===== config.mk =====
export PLATFORM = sky130hd
export DESIGN_NAME = fir_coeff_loader
export DESIGN_NICKNAME = d
export VERILOG_FILES = /design/src/rtl/fir_coeff_loader.sv
export SDC_FILE = /design/constraint.sdc
export NUM_CORES = 1
export LEC_CHECK = 0
export ABC_AREA = 0
export CORE_MARGIN = 1
export CORE_UTILIZATION = 54
export DETAILED_ROUTE_END_ITERATION = 8
export PLACE_DENSITY = 0.9
export SLEW_MARGIN = 10
export SYNTH_ARGS = -nofsm -noshare
export SYNTH_HDL_FRONTEND = slang
export SYNTH_SLANG_ARGS = --single-unit

===== constraint.sdc =====
create_clock -name sys_clk -period 2.9 [get_ports sys_clk]
set_input_delay 0.725 -clock sys_clk [delete_from_list [all_inputs] [get_ports sys_clk]]
set_output_delay 0.725 -clock sys_clk [all_outputs]
set_load 0.005 [all_outputs]

===== src/rtl/fir_coeff_loader.sv =====
// Packs a DW-bit coefficient stream into rows and writes each row as 32-bit words.
// Optional running checksum of accepted beats: FIR_COEFF_LOADER_CHECKSUM_EN.
module fir_coeff_loader #(
    parameter int DW       = 16,
    parameter int SECTIONS = 4,
    parameter int N        = 8,
    parameter int ADDRW    = 8
) (
    input  logic             sys_clk,
    input  logic             reset_n,
    input  logic             ce,
    input  logic             start_i,
    input  logic [DW-1:0]    tdata_s_i,
    input  logic             tvalid_s_i,
    output logic             tready_s_o,
    input  logic             tlast_s_i,
    output logic [ADDRW-1:0] coeff_addr,
    output logic [31:0]      coeff_wdata,
    output logic             coeff_wr,
    output logic             busy_o,
    output logic             done_o,
    output logic             error_o,
    output logic [15:0]      checksum_o
);

    localparam int RW  = DW * SECTIONS;
    localparam int W   = (RW <= 32) ? 1 : (RW <= 64) ? 2 : 4;
    localparam int PW  = W * 32;
    localparam int RCW = (N > 1) ? $clog2(N) : 1;
    localparam int BCW = (SECTIONS > 1) ? $clog2(SECTIONS) : 1;
    localparam int WCW = (W > 1) ? $clog2(W) : 1;

    localparam logic [RCW-1:0] ROW_LAST  = RCW'(N - 1);
    localparam logic [BCW-1:0] BEAT_LAST = BCW'(SECTIONS - 1);
    localparam logic [WCW-1:0] WORD_LAST = WCW'(W - 1);

    typedef enum logic [1:0] {
        S_IDLE,
        S_COLLECT,
        S_WRITE,
        S_DONE
    } state_e;

    state_e         state_q, state_d;
    logic [RCW-1:0] row_q, row_d;
    logic [BCW-1:0] beat_q, beat_d;
    logic [WCW-1:0] word_q, word_d;
    logic [RW-1:0]  buf_q, buf_d;
    logic           err_q, err_d;
    logic           beat_fire;
    logic           final_beat;
    logic [PW-1:0]  padded;

    assign final_beat = (row_q == ROW_LAST) && (beat_q == BEAT_LAST);

    always_comb begin
        state_d    = state_q;
        row_d      = row_q;
        beat_d     = beat_q;
        word_d     = word_q;
        buf_d      = buf_q;
        err_d      = err_q;
        tready_s_o = 1'b0;
        coeff_wr   = 1'b0;
        done_o     = 1'b0;
        beat_fire  = 1'b0;
        if (ce) begin
            unique case (state_q)
                S_IDLE: begin
                    if (start_i) begin
                        state_d = S_COLLECT;
                        row_d   = '0;
                        beat_d  = '0;
                        word_d  = '0;
                        buf_d   = '0;
                        err_d   = 1'b0;
                    end
                end
                S_COLLECT: begin
                    tready_s_o = 1'b1;
                    if (tvalid_s_i) begin
                        beat_fire = 1'b1;
                        buf_d[beat_q*DW +: DW] = tdata_s_i;
                        // early tlast drops the partial row, even a full one
                        if (tlast_s_i && !final_beat) begin
                            err_d   = 1'b1;
                            state_d = S_DONE;
                        end else if (beat_q == BEAT_LAST) begin
                            beat_d  = '0;
                            state_d = S_WRITE;
                            if (final_beat && !tlast_s_i) begin
                                err_d = 1'b1;
                            end
                        end else begin
                            beat_d = beat_q + BCW'(1);
                        end
                    end
                end
                S_WRITE: begin
                    coeff_wr = 1'b1;
                    if (word_q == WORD_LAST) begin
                        word_d = '0;
                        if (row_q == ROW_LAST) begin
                            state_d = S_DONE;
                        end else begin
                            row_d   = row_q + RCW'(1);
                            state_d = S_COLLECT;
                        end
                    end else begin
                        word_d = word_q + WCW'(1);
                    end
                end
                S_DONE: begin
                    done_o  = 1'b1;
                    state_d = S_IDLE;
                end
                default: state_d = S_IDLE;
            endcase
        end
    end

    always_ff @(posedge sys_clk) begin
        if (!reset_n) begin
            state_q <= S_IDLE;
            row_q   <= '0;
            beat_q  <= '0;
            word_q  <= '0;
            buf_q   <= '0;
            err_q   <= 1'b0;
        end else begin
            state_q <= state_d;
            row_q   <= row_d;
            beat_q  <= beat_d;
            word_q  <= word_d;
            buf_q   <= buf_d;
            err_q   <= err_d;
        end
    end

    assign padded      = PW'(buf_q);
    assign coeff_wdata = padded[word_q*32 +: 32];
    assign coeff_addr  = ADDRW'(row_q) * ADDRW'(W) + ADDRW'(word_q);
    assign busy_o      = (state_q != S_IDLE);
    assign error_o     = err_q;

`ifdef FIR_COEFF_LOADER_CHECKSUM_EN
    logic [15:0] csum_q, csum_d;

    always_comb begin
        csum_d = csum_q;
        if (ce && state_q == S_IDLE && start_i) begin
            csum_d = '0;
        end else if (beat_fire) begin
            csum_d = csum_q + 16'(tdata_s_i);
        end
    end

    always_ff @(posedge sys_clk) begin
        if (!reset_n) begin
            csum_q <= '0;
        end else begin
            csum_q <= csum_d;
        end
    end

    assign checksum_o = csum_q;
`else
    assign checksum_o = '0;
`endif

endmodule


==> qor.yml, run 1 <==
run_status:
  outcome: "complete, no violations"
synthesis:
  synth_common_cells: "dfxtp_1 (73), nand3_1 (50), o31ai_1 (48), nand2_1 (42), mux2_2 (32)"
  synth_edf_count: 0
  ys_top_cells_by_area: "dfxtp_1 (42%), mux2_2 (10%), o31ai_1 (10%)"
  ys_ff_latch: 73
  synth_top_area_share_pct: 42.1
  synth_area_per_cell_sq_um: 9.19
  async_flop_share_pct: 0
  ys_types: 38
  synth_area_leader_cell: "dfxtp_1"
  yosys_warnings: 0
  netlist_instances: 378
  synthFlopType: "dfxtp_1"
  synth_most_common_cell: "dfxtp_1"
  yosysSeqAreaShare_pct: 42.1
  syn_area_sq_um: 3470
timing:
  rsz0062_at_grt: "false"
  period_share_pct: 96.4
  finalCriticalPeriod_ps: 2800
  worst_pin_slew_ps: 816
  slew_violations: 0
  fmax_mhz: 358
  hold_viol_final: 0
  slew_headroom_pct: 45.4
  worst_clock_skew_ps: 7.78
  setup_violations: 0
  fin_setup_tns_ps: 0
global_routing:
  grt_overflow: 0
  grt_pass1_vias: 2799
  grt_usage_pct: 26.1
  antenna_found_initial: 0
  grt_max_degree: 39
  grt_pass1_wl_mm: 13.4
setup_path:
  worstPathMaxFanout: 7
  cp_common_cell: "clkdlybuf4s50_1"
  crit_arrival_ps: 2070
  slowest_stage: "clkdlybuf4s50_1"
  end_kind: "output port"
  cpPeakStageDelay_ps: 590
  crit_type: "in2out"
  crit_chain: "clkdlybuf4s50_1 -> and3_1 -> clkdlybuf4s50_1"
  critPathLaunchType: "input port"
  cp.required_ps: 2170
clock_network:
  cts-hold-fix-buffers: 0
  clk_path_buf_depth: 2
  cts_resized: 0
  cts_buffers: 9
  post-cts-setup-buffers: 0
  clkTransAtPathRegs_ps: 70
  numClockSinks: 73
  clock_latency_ps: 340
  root_buffer: "clkbuf_8"
  htree_levels: 3
  tritoncts: "done"
floorplanning:
  die_h_um: 82.2
  ios: 83
  start_util_pct: 57.3
  core_area_sq_um: 6060
  fp-row-count: 28
  die-area_sq_um: 6760
  die_w_um: 82.2
drt:
  dr_total_vias: 3051
  firstDrtPassIters: 7
  wirelength_mm: 8.60
  drc: 0
  drt.antenna.violating_nets: 0
  wl_per_cell_um: 16.9
  vias_per_cell: 5.98
  initialDrtViolationCount: 284
power_and_ir_drop:
  ir_drop_uv: 323
  power_density_nw_per_um2: 497
  p_leak_nw: 1.64
layout:
  multi_input_area_sq_um: 1800
  nets: 460
  synthToLayoutAreaGrowth_pct: 24.3
  final_util_pct: 71.3
  n_antenna_cell: 0
  drive_gt1_share_pct: 16.3
  seqCellArea_sq_um: 1460
  nFillCells: 446
flow_run:
  max_cap_violations: 0
min_path:
  hp-class: "reg2reg"
place:
  dp_hpwl_mm: 5.49
  portBuffers: 62
  routabilityCongestion: 0.879
[stage by stage]
stage	power, mW	hold slack, ps	area, sq um	worst slack, ps	std cells
2_1_floorplan	1.18	433	3550	995	397
3_3_place_gp	1.24	439	4080	100	495
3_5_place_dp	1.25	448	4080	25.0	495
4_1_cts	2.14	458	4310	113	510
5_1_grt	2.21	479	4320	69.1	510
6_report	2.15	457	4320	104	510
[metal layers]
layer  up-vias  GRT usage (%)  wire, um
li1       1444              -         -
met1      1467           33.7      3820
met2       124           42.8      4140
met3        16           4.62       510
met4         0           11.2       138
met5         -              0         0
[cell usage in the layout, fill, tap and decap left out, types with 2 or more instances in the layout]
cell / netlist / layout
ha_1: 7 / 7
o22ai_1: 18 / 18
nand4_2: 3 / 3
and2_1: 3 / 3
clkbuf_8: 0 / 12
mux2i_1: 4 / 4
a22oi_1: 2 / 2
nor2_1: 5 / 5
nor2b_1: 7 / 7
nand3_1: 50 / 50
buf_4: 22 / 12
o31ai_1: 48 / 48
bufinv_16: 0 / 2
inv_1: 3 / 3
o21ai_0: 3 / 3
and3_1: 5 / 5
nand2_1: 42 / 42
dfxtp_1: 73 / 73
conb_1: 1 / 20
clkdlybuf4s50_1: 0 / 61
mux2_2: 32 / 32
o21ai_4: 0 / 2
[final timing paths]
path	start	cells after the start	endpoint	slack [ps]
max reg2reg	beat_q[0]$_SDFFE_PN0P_	6	buf_q[41]$_SDFFE_PN0P_	670
min reg2reg	buf_q[11]$_SDFFE_PN0P_	2	buf_q[11]$_SDFFE_PN0P_	460
min	buf_q[11]$_SDFFE_PN0P_	2	buf_q[11]$_SDFFE_PN0P_	460
max	ce	3	tready_s_o	100
[critical path: cells and delay by family]
kind	cells	cell delay, ps
buf+inv	2	1110
simple gates	1	240
[layout make-up]
class | instances | area share, %
Sequential cell | 73 | 33.8
Tap cell | 75 | 2.17
Clock buffer | 13 | 3.91
Multi-Input combinational cell | 269 | 41.6
Clock inverter | 2 | 1.39
Inverter | 3 | 0.261
Timing Repair Buffer | 75 | 16.8
[kinds of logic after synthesis]
kind of cell | synth area share, %
other cells | 0.108
flops | 42.1
buf+inv | 8.97
compound gates | 16.4
simple gates | 18.4
fa+ha+maj | 2.52
mux | 11.5
[sequential cells by signal, indices dropped and copies added, names as in the netlist]
signal   count
buf_q       64
row_q        3
beat_q       2
state_q      2
error_o      1
word_q       1
[report_power, final]
part | internal, mW | leakage [nW] | switching (mW)
Combinational | 0.0860 | 0.937 | 0.127
Sequential | 1.01 | 0.588 | 0.0110
Clock | 0.551 | 0.116 | 0.362
No activity file was read; power rests on OpenSTA's default activity.
==> run 2: changes to the inputs <==
- CTS_CLUSTER_DIAMETER: unset -> 80
- HOLD_SLACK_MARGIN: unset -> 0.15
==> results of run 2 <==
No change in the layout: final DEF, timing and power equal those of run 1.
==> run 3: changes to the inputs <==
- RECOVER_POWER: unset -> 100
- SLEW_MARGIN: 10 -> unset
==> qor.yml, run 3 (same netlist as run 1, synthesis figures left out) <==
global_routing:
  grt_pass1_wl_mm: 13.4
  antenna_found_initial: 0
  grt_pass1_vias: 2799
  grt_usage_pct: 26.1
  grt_overflow: 0
  grt_max_degree: 39
floorplanning:
  start_util_pct: 57.3
  core_area_sq_um: 6060
  die-area_sq_um: 6760
  die_h_um: 82.2
  fp-row-count: 28
  ios: 83
  die_w_um: 82.2
timing:
  finalCriticalPeriod_ps: 2830
  slew_headroom_pct: 12.0
  setup_violations: 0
  fmax_mhz: 353
  period_share_pct: 97.7
  worst_pin_slew_ps: 1320
  worst_clock_skew_ps: 6.07
  slew_violations: 0
  rsz0062_at_grt: "false"
  fin_setup_tns_ps: 0
  hold_viol_final: 0
  hold_slack_ps: 457
setup_path:
  crit_chain: "clkdlybuf4s50_1 -> and3_1 -> dlygate4sd3_1"
  r2r_setup_slack_ps: 330
  crit_buf_inv: 2
  cpPeakStageDelay_ps: 580
  crit_type: "in2out"
  end_kind: "output port"
  crit_arrival_ps: 2110
  worstPathMaxFanout: 7
  critPathTopFamily: "buffers and inverters"
  critPathLaunchType: "input port"
  slowest_stage: "clkdlybuf4s50_1"
  cp.required_ps: 2170
flow_run:
  max_cap_violations: 0
power_and_ir_drop:
  p_int_mw: 1.64
  p_leak_nw: 1.75
  power_frac_clock_pct: 42.8
  ir_drop_uv: 323
  switchingPower_mw: 0.498
  power_mw: 2.14
  power_frac_comb_pct: 9.5
  p_sw_share_pct: 23.3
  power_frac_seq_pct: 47.7
  power_density_nw_per_um2: 499
run_status:
  outcome: "complete, no violations"
clock_network:
  tritoncts: "done"
  post-cts-setup-buffers: 0
  numClockSinks: 73
  cts_buffers: 9
  clkTransAtPathRegs_ps: 70
  clock_latency_ps: 340
  clk_path_buf_depth: 2
  cts-hold-fix-buffers: 0
  htree_levels: 3
  root_buffer: "clkbuf_8"
  cts_resized: 0
layout:
  top_register: "buf_q"
  multi_input_area_sq_um: 1770
  seqCellArea_sq_um: 1460
  n_antenna_cell: 0
  synthToLayoutAreaGrowth_pct: 23.3
  drive_gt1_share_pct: 14.3
  top_regs: "buf_q x64, row_q x3"
  largest_reg_flops: 64
  layout_commonest_cell: "dfxtp_1"
  nFillCells: 457
  nets: 460
  layout_common_cells: "dfxtp_1 (73), nand3_1 (50), o31ai_1 (48)"
  final_cell_area_sq_um: 4280
drt:
  vias_per_cell: 6.01
  wl_per_cell_um: 16.7
  dr_total_vias: 3065
  drt.antenna.violating_nets: 0
  drc: 0
  firstDrtPassIters: 5
  initialDrtViolationCount: 312
  wirelength_mm: 8.50
place:
  routabilityCongestion: 0.879
  dp_hpwl_mm: 5.49
  portBuffers: 62
  placed_cell_area_sq_um: 4080
min_path:
  hp-class: "reg2reg"
==> run 3: changes by cell type in the layout (fill, tap and decap cells not counted), moves of 2 or more <==
cell / change
buf_4: -4
clkbuf_1: +2
clkbuf_4: +2
clkdlybuf4s50_1: -35
dlygate4sd3_1: +35
mux2_1: +4
mux2_2: -4
nand4_1: +2
nand4_2: -2
o21ai_2: +2
o21ai_4: -2
==> run 3: area by class of cell <==
type                       instances  area share (%)
tap                               75            2.19
multi-input combinational        269            41.3
clock inverter                     2            1.40
clock buffer                      13            3.94
sequential                        73            34.1
timing repair buffer              75            16.8
inverter                           3           0.263
==> run 3: metrics by stage <==
step | worst slack (ps) | instances | utilization, %
2_1_floorplan | 995 | 397 | -
3_3_place_gp | 100 | 495 | 67.3
3_5_place_dp | 25.0 | 495 | 67.3
4_1_cts | 113 | 510 | 71.0
5_1_grt | 40.7 | 510 | 70.7
6_report | 66.6 | 510 | 70.7
==> run 3: worst paths after layout <==
| check | startpoint | endpoint | cells after the start |
|---|---|---|---|
| hold reg to reg | buf_q[11]$_SDFFE_PN0P_ | buf_q[11]$_SDFFE_PN0P_ | 2 |
| hold / removal | buf_q[11]$_SDFFE_PN0P_ | buf_q[11]$_SDFFE_PN0P_ | 2 |
| setup / recovery | ce | tready_s_o | 3 |
| setup reg to reg | beat_q[0]$_SDFFE_PN0P_ | buf_q[41]$_SDFFE_PN0P_ | 6 |
==> run 3: worst reg2reg max path, delay by kind of cell (launching register included) <==
family	cells	cell delay (ps)
flops	1	500
buf+inv	1	150
simple gates	2	450
compound gates	2	1100
fa+ha+maj	1	250
==> run 3: power by group through the flow <==
| stage | clock network (mW) | registers [mW] | logic (mW) |
|---|---|---|---|
| 2_1_floorplan | 0 | 1.04 | 0.144 |
| 3_3_place_gp | 0 | 1.04 | 0.201 |
| 3_5_place_dp | 0 | 1.04 | 0.206 |
| 4_1_cts | 0.911 | 1.02 | 0.207 |
| 5_1_grt | 0.964 | 1.02 | 0.219 |
| 6_report | 0.914 | 1.02 | 0.204 |
==> run 3: per-layer routing <==
metal  GRT usage (%)  wire [um]  vias up
li1                -          -     1450
met1            33.7       3700     1442
met2            42.8       4080      155
met3            4.62        578       18
met4            11.2        141        0
met5               0          0        -
